**src/rtl/soft_body_sequencer.sv**
```systemverilog
// soft_body_sequencer: per-frame scheduler sharing one soft-body updater across NUM_BODIES bodies.
module soft_body_sequencer #(
  parameter int NUM_BODIES = 3,
  parameter int NUM_NODES = 4,
  parameter int POSITION_SIZE = 16,
  parameter int VELOCITY_SIZE = 16
) (
  input  logic clk_in,
  input  logic rst_in,
  input  logic [NUM_BODIES*NUM_NODES*POSITION_SIZE-1:0] init_x,
  input  logic [NUM_BODIES*NUM_NODES*POSITION_SIZE-1:0] init_y,
  input  logic begin_update,
  input  logic [NUM_BODIES-1:0] enable_mask,
  output logic upd_start,
  output logic [$clog2(NUM_BODIES):0] upd_body,
  output logic [NUM_NODES*POSITION_SIZE-1:0] upd_nodes_x,
  output logic [NUM_NODES*POSITION_SIZE-1:0] upd_nodes_y,
  output logic [NUM_NODES*VELOCITY_SIZE-1:0] upd_vel_x,
  output logic [NUM_NODES*VELOCITY_SIZE-1:0] upd_vel_y,
  input  logic node_valid_in,
  input  logic [POSITION_SIZE-1:0] node_x_in,
  input  logic [POSITION_SIZE-1:0] node_y_in,
  input  logic vel_valid_in,
  input  logic [VELOCITY_SIZE-1:0] vel_x_in,
  input  logic [VELOCITY_SIZE-1:0] vel_y_in,
  input  logic result_in,
  input  logic [$clog2(NUM_BODIES):0] rd_body,
  input  logic [$clog2(NUM_NODES):0] rd_node,
  output logic [POSITION_SIZE-1:0] rd_x,
  output logic [POSITION_SIZE-1:0] rd_y,
  output logic busy,
  output logic frame_done,
  output logic overrun,
  output logic count_error
);
  localparam int BW = $clog2(NUM_BODIES) + 1;
  localparam int NW = $clog2(NUM_NODES) + 1;
  localparam int PS = POSITION_SIZE;
  localparam int VS = VELOCITY_SIZE;
  typedef enum logic [2:0] {IDLE, SEEK, LAUNCH, WAIT, FINISH} state_t;
  state_t state;
  logic [NUM_BODIES-1:0] mask_q;
  logic [BW-1:0] cur;
  logic [NW-1:0] node_cnt, vel_cnt, node_next, vel_next;
  logic [PS-1:0] pos_x [NUM_BODIES][NUM_NODES];
  logic [PS-1:0] pos_y [NUM_BODIES][NUM_NODES];
  logic [VS-1:0] vel_x [NUM_BODIES][NUM_NODES];
  logic [VS-1:0] vel_y [NUM_BODIES][NUM_NODES];
  logic [PS-1:0] rd_x_nxt, rd_y_nxt;
  logic node_ok, vel_ok, cur_en;
  assign node_ok = node_valid_in && node_cnt != NW'(NUM_NODES);
  assign vel_ok = vel_valid_in && vel_cnt != NW'(NUM_NODES);
  assign node_next = node_cnt + NW'(node_ok);
  assign vel_next = vel_cnt + NW'(vel_ok);
  assign cur_en = |(mask_q & (NUM_BODIES'(1) << cur));
  always_comb begin
    upd_nodes_x = '0;
    upd_nodes_y = '0;
    upd_vel_x = '0;
    upd_vel_y = '0;
    rd_x_nxt = '0;
    rd_y_nxt = '0;
    for (int b = 0; b < NUM_BODIES; b++)
      for (int n = 0; n < NUM_NODES; n++) begin
        if (upd_body == BW'(b)) begin
          upd_nodes_x[n*PS +: PS] = pos_x[b][n];
          upd_nodes_y[n*PS +: PS] = pos_y[b][n];
          upd_vel_x[n*VS +: VS] = vel_x[b][n];
          upd_vel_y[n*VS +: VS] = vel_y[b][n];
        end
        if (rd_body == BW'(b) && rd_node == NW'(n)) begin
          rd_x_nxt = pos_x[b][n];
          rd_y_nxt = pos_y[b][n];
        end
      end
  end
  always_ff @(posedge clk_in) begin
    if (rst_in) begin
      state <= IDLE;
      mask_q <= '0;
      cur <= '0;
      node_cnt <= '0;
      vel_cnt <= '0;
      upd_start <= 1'b0;
      upd_body <= '0;
      frame_done <= 1'b0;
      busy <= 1'b0;
      overrun <= 1'b0;
      count_error <= 1'b0;
      rd_x <= '0;
      rd_y <= '0;
      for (int b = 0; b < NUM_BODIES; b++)
        for (int n = 0; n < NUM_NODES; n++) begin
          pos_x[b][n] <= init_x[(b*NUM_NODES+n)*PS +: PS];
          pos_y[b][n] <= init_y[(b*NUM_NODES+n)*PS +: PS];
          vel_x[b][n] <= '0;
          vel_y[b][n] <= '0;
        end
    end else begin
      rd_x <= rd_x_nxt;
      rd_y <= rd_y_nxt;
      upd_start <= 1'b0;
      frame_done <= 1'b0;
      if (begin_update && state != IDLE) overrun <= 1'b1;
      case (state)
        IDLE:
          if (begin_update) begin
            mask_q <= enable_mask;
            cur <= '0;
            busy <= 1'b1;
            state <= SEEK;
          end
        SEEK:
          if (cur == BW'(NUM_BODIES)) begin
            frame_done <= 1'b1;
            state <= FINISH;
          end else if (!cur_en) begin
            cur <= cur + 1'b1;
          end else begin
            upd_start <= 1'b1;
            upd_body <= cur;
            state <= LAUNCH;
          end
        LAUNCH: begin
          node_cnt <= '0;
          vel_cnt <= '0;
          state <= WAIT;
        end
        WAIT: begin
          node_cnt <= node_next;
          vel_cnt <= vel_next;
          for (int b = 0; b < NUM_BODIES; b++)
            for (int n = 0; n < NUM_NODES; n++)
              if (cur == BW'(b)) begin
                if (node_ok && node_cnt == NW'(n)) begin
                  pos_x[b][n] <= node_x_in;
                  pos_y[b][n] <= node_y_in;
                end
                if (vel_ok && vel_cnt == NW'(n)) begin
                  vel_x[b][n] <= vel_x_in;
                  vel_y[b][n] <= vel_y_in;
                end
              end
          if (result_in) begin
            if (node_next != NW'(NUM_NODES) || vel_next != NW'(NUM_NODES)) count_error <= 1'b1;
            cur <= cur + 1'b1;
            state <= SEEK;
          end
        end
        FINISH: begin
          busy <= 1'b0;
          state <= IDLE;
        end
        default: state <= IDLE;
      endcase
    end
  end
endmodule

```
**config.mk**
```make
export PLATFORM = sky130hd
export DESIGN_NAME = soft_body_sequencer
export DESIGN_NICKNAME = d
export VERILOG_FILES = /design/src/rtl/soft_body_sequencer.sv
export SDC_FILE = /design/constraint.sdc
export NUM_CORES = 1
export LEC_CHECK = 0
export ABC_CLOCK_PERIOD_IN_PS = 8100
export CAP_MARGIN = 40
export CORE_ASPECT_RATIO = 1.1
export CORE_UTILIZATION = 45
export CTS_BUF_LIST = sky130_fd_sc_hd__clkbuf_8
export DETAILED_ROUTE_END_ITERATION = 8
export GPL_ROUTABILITY_DRIVEN = 1
export PLACE_DENSITY_LB_ADDON = 0.1
export SKIP_CTS_REPAIR_TIMING = 1
export SLEW_MARGIN = 20
export SYNTH_ARGS = -nofsm -noshare
export SYNTH_HDL_FRONTEND = slang
export SYNTH_SLANG_ARGS = --single-unit
```
**constraint.sdc**
```tcl
create_clock -name clk_in -period 8.1 [get_ports clk_in]
set_input_delay 1.62 -clock clk_in [delete_from_list [all_inputs] [get_ports clk_in]]
set_output_delay 1.62 -clock clk_in [all_outputs]
set_load 0.01 [all_outputs]
```
; Yosys cells after proc, flatten, opt, wreduce, memory -nomap -nowiden
; Memory sizes are Yosys's and may differ from the RTL's.
; Index checks and enable logic that the tools add are counted.
[word_totals]
regBits = 55
latch_bits = 0
ram_bits = 768
romBits = 0
in_bits = 463
output_inout_bits = 296
mem_count = 4
[mem_list]
columns = name, words, word_bits, read_ports, rd_ports_with_merged_regs, wr, line
row1 = pos_x, 3, 64, 3, 0, 3, 45  ; logic [PS-1:0] pos_x [NUM_BODIES][NUM_NODES];
row2 = pos_y, 3, 64, 3, 0, 3, 46  ; logic [PS-1:0] pos_y [NUM_BODIES][NUM_NODES];
row3 = vel_x, 3, 64, 3, 0, 3, 47  ; logic [VS-1:0] vel_x [NUM_BODIES][NUM_NODES];
row4 = vel_y, 3, 64, 3, 0, 3, 48  ; logic [VS-1:0] vel_y [NUM_BODIES][NUM_NODES];
[op_classes]
addsub = 3
multipliers = 0
n_div = 0
order_cmp = 0
eq_ne = 29
shift = 1
muxes = 242
n_bitwise = 51
reduce_logical = 44
[op_table]
columns = op, count
row1 = 2-to-1 mux 16 bit, 120
row2 = 2-to-1 mux 1 bit, 109
row3 = bitwise OR 1 bit, 48
row4 = "== test 3 x 2 -> 1 bit, second input constant", 12
row5 = 2-to-1 mux 3 bit, 8
row6 = logical AND 1 bit, 23
row7 = "== test 3 x 1 -> 1 bit, second input constant", 7
row8 = zero test 3 bit, 7
row9 = "!= test 3 bit, second input constant", 5
row10 = case mux 3 bit (2 select lines), 2
row11 = case mux 3 bit (4 select lines), 1
row12 = case mux 3 bit (3 select lines), 1
row13 = AND reduction 3 bit, 3
row14 = "!= test 2 bit, second input constant", 4
row15 = adder 3 x 1 -> 3 bit, 2
row16 = nonzero test 3 bit, 2
row17 = OR reduction 3 bit, 2
row18 = AND reduction 5 bit, 1
row19 = AND reduction 2 bit, 2
row20 = nonzero test 2 bit, 2
row21 = "adder 3 x 1 -> 3 bit, second input constant", 1
row22 = bitwise AND 3 bit, 1
row23 = "== test 3 bit, second input constant", 1
row24 = "left shift 1 x 3 -> 3 bit, first input constant", 1
row25 = 4 further kinds, 5

; Depth between registers and ports, before layout
[logic_depth]
ltp_word = 14
ltp_mapped = 8

; Worst setup path before layout
; No wires, ideal clock.
[synth_timing]
kind = in2reg
startpoint = input node_valid_in
endpoint = memory pos_x[0][100] (netlist bit) (enable)
arrival_ps = 4587
t_required_ps = 7634
path_slack_ps = 3047
path_stages = 4
n_path_buf = 0
path_cell_list = nor2b_1 -> nand2_1 -> or2_2 -> o21ai_0
[synth_rtl]
columns = element, line
row1 = "start, declared", 20  ; input logic node_valid_in,
row2 = "end, declared", 45

; Worst setup path after layout
[layout_timing]
startpoint = register upd_body[0]
endpoint = output upd_vel_x[33]
[layout_between]
elab_chain_cells = 4
elab_cells_between_ends = 6
[layout_rtl]
columns = element, line
row1 = "start, declared", 15  ; output logic [$clog2(NUM_BODIES):0] upd_body,
row2 = "start signal, assigned", 121  ; upd_body <= cur;
row3 = zero test 3 bit, 65  ; if (upd_body == BW'(b)) begin
row4 = 2-to-1 mux 16 bit (2 in series), 65
row5 = 2-to-1 mux 16 bit (*), 65
row6 = "end, declared", 18  ; output logic [NUM_NODES*VELOCITY_SIZE-1:0] upd_vel_x,
; Every way passes the cells marked *; elsewhere a longest branch is shown, timed or not.

==> metrics.csv <==
metric;value;unit
Psw;0.00256;W
Pleak;19.3;nW
worst skew pair latency;0.82;ns
routed wire length;181000;um
combinational power share;11.7;%
Clk pin slew, worst setup/hold paths;0.06;ns
Clock Skew;0.0314;ns
pwr dens;182;nW/um2
Yosys top cell by area;edfxtp_1;
HP Class;reg -> reg;
setup TNS;0;ns
Setup CP Type;reg -> out;
Setup Viol. Count Final;0;
CP max-delay cell;dfxtp_4;
ys async rst share;0;%
critical path's top delay family;buffers and inverters;
crit-path cells;nor2b_4, buf_4, buf_4, a21oi_1, nor2_1, clkdlybuf4s50_1;
critical path buffer and inverter count;3;
Die Y;322;um
status;finished clean;
Final Slew Violations;0;
fmax;0.178;GHz
number of antenna violations at the first check in global routing;26;
sequential share of power;51.4;%
ys flop type;edfxtp_1;
number of global-route vias before repair;33000;
fin crit period;5.61;ns
Final ANT Viol Nets;0;
critical path's most frequent cell;buf_4;
I/O Pins;759;
max_cap viols;0;
Pint;0.00725;W
switching part of the total;26.1;%
Post-synth EDFFs;768;
Worst Setup End Kind;primary output;
top-area cell type share of the netlist area;55.1;%
crit share post-route;69.2;%
share of cells above drive strength 1;16.8;%
RD Place Congestion;0.957;
largest net degree at the start of global routing;167;
Post-DP Area;51000;um2
Num CTS Buffers;142;
Die Wd;293;um
Startpoint Class;flip-flop;
worst-path maximum fanout;58;
hold_ws;0.480;ns
fin area;53800;um2
Initial Util;45.7;%
Critical Path AT;3.99;ns
Residual DRC;0;
YS warnings;0;
worst rel slew slack;11.7;%
WL/cell;32.5;um
clock power share;36.9;%
Via density;6.07;
leading post-synthesis cells by cell area;edfxtp_1 55%, mux2_2 9.8%, mux2i_1 6.5%;
1st-iter DRT viols;4153;
Hold Vio Cnt, Final;0;
Critical Path RT;6.48;ns
Placeable Area;91600;um2
CP peak stage delay;0.66;ns
unique cell type count in the Yosys netlist;78;
NumNets Final;4676;
Remaining Overflow, GRT;0;
synth-to-layout area growth;28.5;%
VDD IR max;0.149;mV
DP Wirelength;120000;um
syn_nets;3996;
CTS sink count;823;
DR vias;33900;
synthesized area per cell;11.9;um2
Slew @ Worst Pin;1.32;ns
total track usage;37.5;%
#FFs+latches synth;823;
Synth Instances;3524;
clk root buf;clkbuf_8;
H-tree lvl count;4;
CTS tree;built;
Initial DRT Pass Iterations;8;
clock tree buffer depth;3;
RSZ-0062 raised after global routing;false;
first-pass GRT wire length;249000;um
Seq/Total Area, Yosys;57.7;%
std cell rows;116;
area of the die;94200;um2
Port Buf Inserts;758;
Netlist Area Pre-Place;41900;um2
==> worst paths after layout <==
check | slack [ns] | cells past startpoint | start | end
worst max-delay path | 2.49 | 6 | upd_body[0] | upd_vel_x[33]
worst min-delay path | 0.48 | 2 | count_error | count_error
worst max register to register | 4.57 | 7 | state[0] | pos_y[0][80]
worst min register to register | 0.48 | 2 | count_error | count_error
==> metrics by stage <==
stage	power (W)	std cells	util [%]	worst slack, ns
after floorplan	0.00550	3524	-	3.05
after global placement	0.00623	5279	55.4	3.17
after detailed placement	0.00624	5295	55.7	2.98
after CTS	0.00981	5550	58.6	2.48
after global routing	0.0101	5569	58.7	2.34
final	0.00981	5575	58.7	2.49
==> state kept, by name (all words and copies together) (netlist names), 3 cells and up <==
signal	flops
vel_y	192
rd_x	16
pos_x	192
mask_q	3
rd_y	16
state	3
vel_cnt	3
upd_body	3
vel_x	192
cur	3
node_cnt	3
pos_y	192
==> metal layers <==
layer  GRT usage [%]  up-vias  part of all wire, %  routed length, um
met5               0        -                0.081                147
met3            10.0      517                   11              19200
met2            59.8     2284                   46              84200
li1                -    14300                    -                  -
met1            45.9    16800                   37              66600
met4            21.9       20                  6.1              11100
==> cells in the mapped netlist, types with 19 or more instances <==
library cell and n:
buf_1 34, mux2_2 363, mux2i_1 271, mux2_1 28, dfxtp_1 55, a22oi_1 24, clkbuf_1 221, a21oi_1 287
nor2_1 584, buf_2 56, nor3_1 28, nand2_1 67, o21ai_0 43, a221oi_1 36, edfxtp_1 768, and2_1 385
o221ai_1 19, nand3_1 21
==> cell families (layout without fill, tap and decap cells) <==
family | count (synthesis) | after routing | share of synthesized area (%)
AOI/OAI and AO/OA | 535 | 535 | 8.06
xor gates and xnor gates | 4 | 4 | 0.0837
adders and majority gates | 9 | 9 | 0.269
buffers and inverters | 321 | 1112 | 3.09
DFF | 823 | 823 | 57.7
muxes | 662 | 662 | 17.0
other | 0 | 21 | 0
and+or+nand+nor | 1170 | 1170 | 13.8
==> worst reg2reg max path: cells and delay by family (launching register included) <==
family | cells | cell delay, ns
simple gates | 4 | 1.51
buf+inv | 2 | 0.76
flops | 1 | 0.63
mux | 1 | 0.38
==> power by group through the flow <==
stage	clock network (W)	registers [W]	logic (W)
floorplan	0	0.00507	0.000433
finish	0.00362	0.00504	0.00115
CTS	0.00365	0.00503	0.00113
global placement	0	0.00512	0.00112
detailed placement	0	0.00512	0.00112
global route	0.00381	0.00505	0.00119
==> cells in the final DEF, fill, tap and decap left out, types with 12 or more instances in the layout <==
cell type        instances
a211oi_1                17
a21oi_1                287
a221oi_1                36
a222oi_1                13
a22oi_1                 24
and2_1                 385
buf_4                   69
clkbuf_8               154
clkdlybuf4s50_1        754
clkinv_1                33
dfxtp_1                 52
diode_2                 21
edfxtp_1               768
inv_1                   51
mux2_1                  28
mux2_2                 363
mux2i_1                271
nand2_1                 54
nand2_2                 13
nand3_1                 21
nor2_1                 565
nor2_2                  17
nor2b_1                 12
nor3_1                  25
o21ai_0                 19
o21ai_4                 24
o221ai_1                19
o22ai_1                 18
==> cell type report <==
class,count,area (um2)
Tap cell,1239,1550
Inverter,7,28.8
Clock inverter,101,499
Sequential cell,823,24200
Timing Repair Buffer,850,8510
Antenna cell,21,52.6
Clock buffer,154,2120
Multi-Input combinational cell,2380,16800
Fill cell,7729,37800
(Power assumes the default switching activity.)
